### src/rtl/gemm_tile_sched.sv
// Walks an M x N GEMM as TILE x TILE tiles (mt outer, nt inner) and drives one tile at a time to the GEMM unit.
// Latency: gemm_start 1 cycle after start, next gemm_start / done 2 cycles after gemm_complete; zero-dim done 2 cycles after start.
// Backpressure: none; start is ignored while busy, each tile is a gemm_start pulse answered by one gemm_complete pulse.
module gemm_tile_sched #(
  parameter int ADDR_BITS = 10,
  parameter int TILE      = 4
) (
  input  logic                 clk,
  input  logic                 reset,
  input  logic                 start,
  input  logic [7:0]           cfg_k,
  input  logic [7:0]           cfg_m,
  input  logic [7:0]           cfg_n,
  input  logic                 abort,
  output logic                 busy,
  output logic                 done,
  output logic                 aborted,
  output logic                 gemm_start,
  input  logic                 gemm_complete,
  output logic [7:0]           gemm_k,
  output logic [7:0]           gemm_m,
  output logic [7:0]           gemm_n,
  output logic [ADDR_BITS-1:0] gemm_a_base,
  output logic [ADDR_BITS-1:0] gemm_b_base,
  output logic [ADDR_BITS-1:0] gemm_c_base,
  output logic [15:0]          tile_cnt
);

  localparam logic [7:0]           TILE_D = 8'(TILE);
  localparam logic [ADDR_BITS-1:0] TILE_A = ADDR_BITS'(TILE);

  typedef enum logic [2:0] {IDLE, ISSUE, WAIT, NEXT, DONE} state_t;

  state_t state_q, state_d;

  // Remaining rows/cols from the current tile's origin; N is kept to restart each row.
  logic [7:0]           n_q;
  logic [7:0]           rem_m_q, rem_n_q;
  logic [7:0]           rem_m_d, rem_n_d;
  logic [ADDR_BITS-1:0] a_base_d, b_base_d, k_a;
  logic                 abort_q;
  // Zero-dimension runs spend one extra cycle in DONE before the done pulse.
  logic                 hold_q;
  logic                 cfg_zero, row_end, last_tile, stop;

  function automatic logic [7:0] clip(input logic [7:0] rem);
    return (rem > TILE_D) ? TILE_D : rem;
  endfunction

  assign k_a       = ADDR_BITS'(gemm_k);
  assign cfg_zero  = (cfg_k == 8'd0) || (cfg_m == 8'd0) || (cfg_n == 8'd0);
  assign row_end   = (rem_n_q <= TILE_D);
  assign last_tile = row_end && (rem_m_q <= TILE_D);
  // An abort arriving in NEXT itself also stops before another tile is issued.
  assign stop      = abort_q || abort || last_tile;

  assign busy       = (state_q != IDLE);
  assign gemm_start = (state_q == ISSUE);
  assign done       = (state_q == DONE) && !hold_q;
  assign aborted    = done && abort_q;

  // Incremental next-tile position: step along the row, or wrap to the start of the next row.
  always_comb begin
    rem_m_d  = rem_m_q;
    rem_n_d  = rem_n_q - TILE_D;
    a_base_d = gemm_a_base;
    b_base_d = gemm_b_base + k_a;
    if (row_end) begin
      rem_m_d  = rem_m_q - TILE_D;
      rem_n_d  = n_q;
      a_base_d = gemm_a_base + k_a;
      b_base_d = '0;
    end
  end

  // Next-state logic.
  always_comb begin
    state_d = state_q;
    case (state_q)
      IDLE:    if (start) state_d = cfg_zero ? DONE : ISSUE;
      ISSUE:   state_d = WAIT;
      WAIT:    if (gemm_complete) state_d = NEXT;
      NEXT:    state_d = stop ? DONE : ISSUE;
      DONE:    if (!hold_q) state_d = IDLE;
      default: state_d = IDLE;
    endcase
  end

  // State register.
  always_ff @(posedge clk or posedge reset) begin
    if (reset) state_q <= IDLE;
    else       state_q <= state_d;
  end

  // Run configuration, tile descriptor registers, tile counter and abort latch.
  always_ff @(posedge clk or posedge reset) begin
    if (reset) begin
      n_q         <= '0;
      rem_m_q     <= '0;
      rem_n_q     <= '0;
      gemm_k      <= '0;
      gemm_m      <= '0;
      gemm_n      <= '0;
      gemm_a_base <= '0;
      gemm_b_base <= '0;
      gemm_c_base <= '0;
      tile_cnt    <= '0;
      abort_q     <= 1'b0;
      hold_q      <= 1'b0;
    end else begin
      case (state_q)
        IDLE: begin
          if (start) begin
            n_q         <= cfg_n;
            rem_m_q     <= cfg_m;
            rem_n_q     <= cfg_n;
            gemm_k      <= cfg_k;
            gemm_m      <= clip(cfg_m);
            gemm_n      <= clip(cfg_n);
            gemm_a_base <= '0;
            gemm_b_base <= '0;
            gemm_c_base <= '0;
            tile_cnt    <= '0;
            abort_q     <= 1'b0;
            hold_q      <= cfg_zero;
          end
        end
        WAIT: begin
          if (gemm_complete) tile_cnt <= tile_cnt + 16'd1;
        end
        NEXT: begin
          if (!stop) begin
            rem_m_q     <= rem_m_d;
            rem_n_q     <= rem_n_d;
            gemm_m      <= clip(rem_m_d);
            gemm_n      <= clip(rem_n_d);
            gemm_a_base <= a_base_d;
            gemm_b_base <= b_base_d;
            gemm_c_base <= gemm_c_base + TILE_A;
          end
        end
        DONE: begin
          hold_q <= 1'b0;
        end
        default: ;
      endcase
      if ((state_q != IDLE) && abort) abort_q <= 1'b1;
    end
  end

endmodule

### config.mk
export PLATFORM = sky130hd
export DESIGN_NAME = gemm_tile_sched
export DESIGN_NICKNAME = d
export VERILOG_FILES = /design/src/rtl/gemm_tile_sched.sv
export SDC_FILE = /design/constraint.sdc
export NUM_CORES = 1
export LEC_CHECK = 0
export ABC_AREA = 1
export BUFFER_PORTS_ARGS = -buffer_cell sky130_fd_sc_hd__buf_4
export CORE_MARGIN = 1.5
export CORE_UTILIZATION = 50
export CTS_CLUSTER_DIAMETER = 60
export CTS_CLUSTER_SIZE = 20
export DETAILED_ROUTE_END_ITERATION = 12
export GPL_ROUTABILITY_DRIVEN = 0
export PLACE_DENSITY = 0.73
export REMOVE_ABC_BUFFERS = 1
export SETUP_SLACK_MARGIN = 0.3
export SLEW_MARGIN = 20
export SYNTH_ARGS = -nofsm -noshare
export SYNTH_HDL_FRONTEND = slang
export SYNTH_SLANG_ARGS = --single-unit
### constraint.sdc
create_clock -name clk -period 4 [get_ports clk]
set_input_delay 0.6 -clock clk [delete_from_list [all_inputs] [get_ports clk]]
set_output_delay 0.6 -clock clk [all_outputs]
set_load 0.01 [all_outputs]
==> results of run 1 <==
cell families (layout without fill, tap and decap cells):
| group | after synthesis | in the layout | share of synthesized area |
|---|---|---|---|
| AO/OA/AOI/OAI | 132 | 132 | 0.1254 |
| other | 1 | 2 | 0.0006469 |
| adder cells (fa/ha/maj) | 24 | 24 | 0.05439 |
| AND/OR/NAND/NOR | 378 | 378 | 0.2825 |
| buffers and inverters | 132 | 230 | 0.09562 |
| flip-flops | 97 | 97 | 0.4187 |
| XOR/XNOR | 15 | 15 | 0.02266 |
stage by stage:
stage | setup slack (ns) | instance area, sq um
finish | 1.456 | 6913
global route | 1.187 | 6913
CTS | 1.468 | 6910
detailed placement | 1.470 | 6620
global placement | 1.583 | 6620
floorplan | 0.8663 | 5665
metal layers:
metal  global-route usage  vias to the layer above  share of wire
li1                     -                     2684              -
met2               0.3959                      172           0.47
met1               0.3033                     2529           0.45
met5                    0                        -              0
met4               0.1000                        0          0.025
met3              0.04593                       30          0.051
where the power goes:
group	total (mW)	internal [mW]	switching [mW]
combinational	2.17	0.816	1.36
sequential	1.57	1.27	0.302
clock	0.860	0.501	0.359
total	4.61	2.59	2.02
sequential cells by signal, indices dropped and copies added, names as in the netlist:
signal	count
abort_q	1
gemm_a_base	10
gemm_b_base	10
gemm_c_base	8
gemm_k	8
gemm_m	8
gemm_n	8
hold_q	1
n_q	8
rem_m_q	8
rem_n_q	8
state_q	3
tile_cnt	16
cell usage after synthesis, types with 2 or more instances:
| library cell | instances |
|---|---|
| a21o_1 | 2 |
| a21oi_1 | 35 |
| a31oi_1 | 7 |
| buf_2 | 3 |
| buf_4 | 4 |
| buf_6 | 5 |
| clkbuf_1 | 9 |
| dfrtp_1 | 97 |
| fa_1 | 2 |
| ha_1 | 22 |
| inv_1 | 105 |
| inv_2 | 4 |
| nand2_1 | 206 |
| nand2_2 | 6 |
| nand2_4 | 2 |
| nand3_1 | 42 |
| nand3_2 | 2 |
| nand3b_1 | 7 |
| nand4_1 | 8 |
| nor2_1 | 79 |
| nor2_2 | 2 |
| nor2_4 | 2 |
| nor3_1 | 13 |
| nor3_2 | 2 |
| nor4_1 | 3 |
| o211ai_1 | 3 |
| o21ai_0 | 58 |
| o21ai_1 | 14 |
| o21bai_1 | 2 |
| o31ai_1 | 4 |
| or2_2 | 2 |
| xnor2_1 | 3 |
| xor2_1 | 12 |
worst paths after layout:
kind	from	endpoint	slack, ns
setup / recovery	state_q[2]	gemm_c_base[6]	1.46
max in group asynchronous	reset	gemm_a_base[0]	2.91
hold reg to reg	n_q[0]	n_q[0]	0.49
min in group clk	n_q[0]	n_q[0]	0.49
hold / removal	reset	gemm_n[7]	0.40
setup reg to reg	state_q[2]	gemm_c_base[6]	1.46
final cells by class:
class,count,area share
Clock buffer,13,0.03620
Clock inverter,3,0.005792
Inverter,111,0.06136
Multi-Input combinational cell,551,0.4078
Sequential cell,97,0.3511
Tap cell,143,0.02588
Timing Repair Buffer,103,0.1119
worst max-delay path, delay by kind of cell, from the launching register on:
kind	cells	cell delay, ns
buf+inv	1	0.51
flops	1	0.42
simple gates	4	1.25
compound gates	2	0.23
==> run metrics, run 1 <==
status=finished clean; Worst Clk Skew=0.006387 ns; Num CTS Buffers=9; slew margin rel.=0.4107; clock latency on the worst-skew pair=0.35 ns; CTS clock-pin slew for the worst setup and hold paths=0.07 ns; Cells after Synth=779; routed vias/inst=5.304; post-cts sizing count=0; Ports=103; dpl cells=1005; antenna cells=0; Req. time, crit path=4.23 ns; Hold-fix buffers, CTS=0; power per cell area=666.3 mW/mm^2; Layout Nets=926; cell taking the most area after synthesis=dfrtp_1; share of layout cells above drive strength 1=0.1617; Tightest Pin Transition=0.8808 ns; most frequent cells in the layout=nand2_1, inv_1, buf_4; Post-Layout Cell Count=1021; initial antenna violation count=0; Syn Area/Cell=7.441 sq um; Synth Flop Type=dfrtp_1; max incr delay on CP=0.56 ns; Async SR Flop Fraction=1.000; initial core utilization=0.5098; Final Max Slew Viols=0; top cell type's share of synthesized area=0.4187; first-pass GRT wire length=23.91 mm; total track usage=0.2375; # setup viols final=0; CP Launch Type=flop; FMAX=393.1 MHz; drt total wl=14.01 mm; register area=0.002427 sq mm; Final ANT Viol Nets=0; worst path arrival time=2.77 ns; CP Max Fanout=55; Pwr Total=4.606 mW; number of max-cap violations=0; Fin. Hold Viols=0; fin crit period=2.544 ns; Post-synth EDFFs=0; via count=5415; synthesized flop and latch total=97; DR DRC count=0; crit-path cells=nor3_2 -> nand2_2 -> nand2_2 -> buf_4 -> nand2_1 -> o21ai_0 -> a21oi_1; critical path class=reg -> reg; area occupied by multi-input gates=0.002819 sq mm; CP max stage cell=nand2_2; post-CTS setup buffer count=0; Rows=39; post-synthesis sequential area ratio=0.4187; hpwl dp=10.37 mm; largest net degree at the start of global routing=86; static leakage=3.492 nW; Crit path top cell by count=nand2_2; die area=0.01225 sq mm; ranking of synthesized cells by area=dfrtp_1, nand2_1, inv_1, nor2_1, o21ai_0; Final Util=0.6080; r2r worst-path depth=7; Die X-Extent=110.7 microns; most common cell after layout, fill and taps aside=nand2_1; final hold slack=0.4029 ns; Core Area=0.01137 sq mm; period utilization=0.6360; area delta synth->final=19.25%; RSZ-0062 raised after global routing=no; DR iter-0 viols=303; Max Buffers Root-to-Sink=2; Die H=110.7 microns; Ys Warns=0; htree depth=3; area of the mapped netlist=0.005797 sq mm; Port Buffers=100; worst min-delay path class=in -> async; Yosys cell types=45; clock root buffer=clkbuf_16; # fillers=1028; setup TNS=0 ns; TritonCTS clock tree=yes; Peak VDD IR=0.3866 mV; CTS Sinks=97; first-pass iteration count of the detailed router=5; Worst setup EP type=flop; vias in the first global route=5227; GRT overflow=0; WL/cell=13.72 microns
Note: power is estimated with default switching activity, not from simulation.
==> run 2: changes to the inputs <==
- clock period: 4 -> 2.55 ns (I/O delays scaled with it)
==> run 2 against run 1 <==
  * Worst hold slack worse by 0.26 ns
  * Maximum frequency grew 25%
  * Cell area grew 1.1%
  * Via count down 0.39%
  * Register-to-register slack got worse by 0.94 ns
  * Sequential power is 58% higher
  * Routed wire length up 0.46%
  * Non-clock buffer count up 5
  * Count of clock-buffer cells in the layout did not move
==> run metrics, run 2 (synthesis gave the netlist of run 1 again) <==
number of max-cap violations=0; dpl cell area=0.006670 sq mm; Worst Clk Skew=0.007981 ns; Hold-fix buffers, CTS=0; power per cell area=1043 mW/mm^2; Port Buffers=100; clock root buffer=clkbuf_16; initial core utilization=0.5098; Max Buffers Root-to-Sink=2; slew margin rel.=0.5380; worst path arrival time=2.27 ns; Worst setup EP type=flop; Peak VDD IR=0.7666 mV; area delta synth->final=20.53%; TritonCTS clock tree=yes; end of the worst register-to-register path=gemm_c_base[4]; final hold slack=0.1450 ns; Worst Setup EP=gemm_c_base[4]; Ports=103; Layout Nets=931; DR DRC count=0; routed vias/inst=5.257; CTS Sinks=97; Num CTS Buffers=9; CP Launch Type=flop; max incr delay on CP=0.39 ns; Top reg by flops=tile_cnt; worst min-delay path class=in -> async; Req. time, crit path=2.78 ns; CP max stage cell=dfrtp_1; largest net degree at the start of global routing=55; Final Util=0.6145; status=finished clean; fin crit period=2.034 ns; period utilization=0.7977; critical path class=reg -> reg; first-pass GRT wire length=24.12 mm; static leakage=3.505 nW; Rows=39; Reg2Reg Launch Point=rem_n_q[2]; crit-path cells=inv_2 -> ha_1 -> inv_1 -> a21oi_4 -> nand2_2 -> nand3_2 -> nand2_4 -> buf_8 -> nand2_1 -> xor2_1 -> nor2_1; drt total wl=14.07 mm; CTS clock-pin slew for the worst setup and hold paths=0.07 ns; hpwl dp=10.54 mm; most common cell after layout, fill and taps aside=nand2_1; antenna cells=0; WL/cell=13.72 microns; Final ANT Viol Nets=0; Core Area=0.01137 sq mm; post-CTS setup buffer count=0; RSZ-0062 raised after global routing=no; Die X-Extent=110.7 microns; Largest register FFs=16; GRT overflow=0; most frequent cells in the layout=nand2_1, buf_4, inv_1; # setup viols final=0; DR iter-0 viols=286; R2R Setup Slk=0.52 ns; first-pass iteration count of the detailed router=5; via count=5394; Pwr Total=7.289 mW; vias in the first global route=5097; FMAX=491.6 MHz; Die H=110.7 microns; r2r worst-path depth=11; top flop regs=tile_cnt x16, gemm_a_base x10, gemm_b_base x10; CP startpoint=rem_n_q[2]; # fillers=1009; Final Max Slew Viols=0; clock latency on the worst-skew pair=0.35 ns; die area=0.01225 sq mm; Fin. Hold Viols=0; initial antenna violation count=0; CP Max Fanout=34; total track usage=0.2417; share of layout cells above drive strength 1=0.1710; final instance area=0.006987 sq mm; Tightest Pin Transition=0.6930 ns; htree depth=3
[run 2: where the power goes]
| part | switching (mW) | total (mW) | internal (mW) |
|---|---|---|---|
| logic | 2.16 | 3.49 | 1.33 |
| registers | 0.486 | 2.48 | 2.00 |
| clock network | 0.598 | 1.32 | 0.720 |
| total | 3.24 | 7.29 | 4.04 |
[run 2: area by class of cell]
class,count,area [sq um],share of cell area
clock buffer,13,260.3,0.03725
clock inverter,3,23.77,0.003403
inverter,111,424.2,0.06071
multi-input combinational,551,2840,0.4065
sequential,97,2429,0.3476
tap,143,178.9,0.02561
timing repair buffer,108,830.8,0.1189
[run 2: worst min-delay path by stage]
stage | start | endpoint | slack (ns) | depth (start not counted)
after floorplan | n_q[0] | n_q[0] | 0.44 | 2
after global placement | n_q[7] | n_q[7] | 0.48 | 2
after detailed placement | n_q[6] | n_q[6] | 0.48 | 2
after CTS | reset | gemm_b_base[9] | 0.17 | 2
after global routing | reset | gemm_b_base[8] | 0.20 | 2
final | reset | gemm_b_base[8] | 0.14 | 2
[run 2: metal layers]
| metal | wire length [microns] | track usage | part of all wire |
|---|---|---|---|
| met5 | 0 | 0 | 0 |
| met4 | 283 | 0.09060 | 0.020 |
| met3 | 713 | 0.04046 | 0.051 |
| met2 | 6776 | 0.4025 | 0.48 |
| met1 | 6299 | 0.3177 | 0.45 |
[run 2: repair_timing]
action,4_1_cts,5_1_grt
setup endpoints to repair,0,53
endpoints found under the hold margin,0,0
gates resized for setup,0,10
[run 2: metrics by stage]
step | TNS [ns] | std cells | worst slack [ns]
global placement | 0 | 1010 | 0.4381
CTS | 0 | 1026 | 0.3276
global route | 0 | 1026 | 0.3152
detailed placement | 0 | 1010 | 0.3223
finish | 0 | 1026 | 0.5160
floorplan | -37.75 | 759 | -0.3662
[run 2: critical path: cells and delay by family (launching register included)]
family / cells / cell delay (ns)
AOI/OAI and AO/OA: 1 / 0.20
xor gates and xnor gates: 1 / 0.16
adders and majority gates: 1 / 0.25
buffers and inverters: 3 / 0.45
DFF: 1 / 0.39
and+or+nand+nor: 5 / 0.46
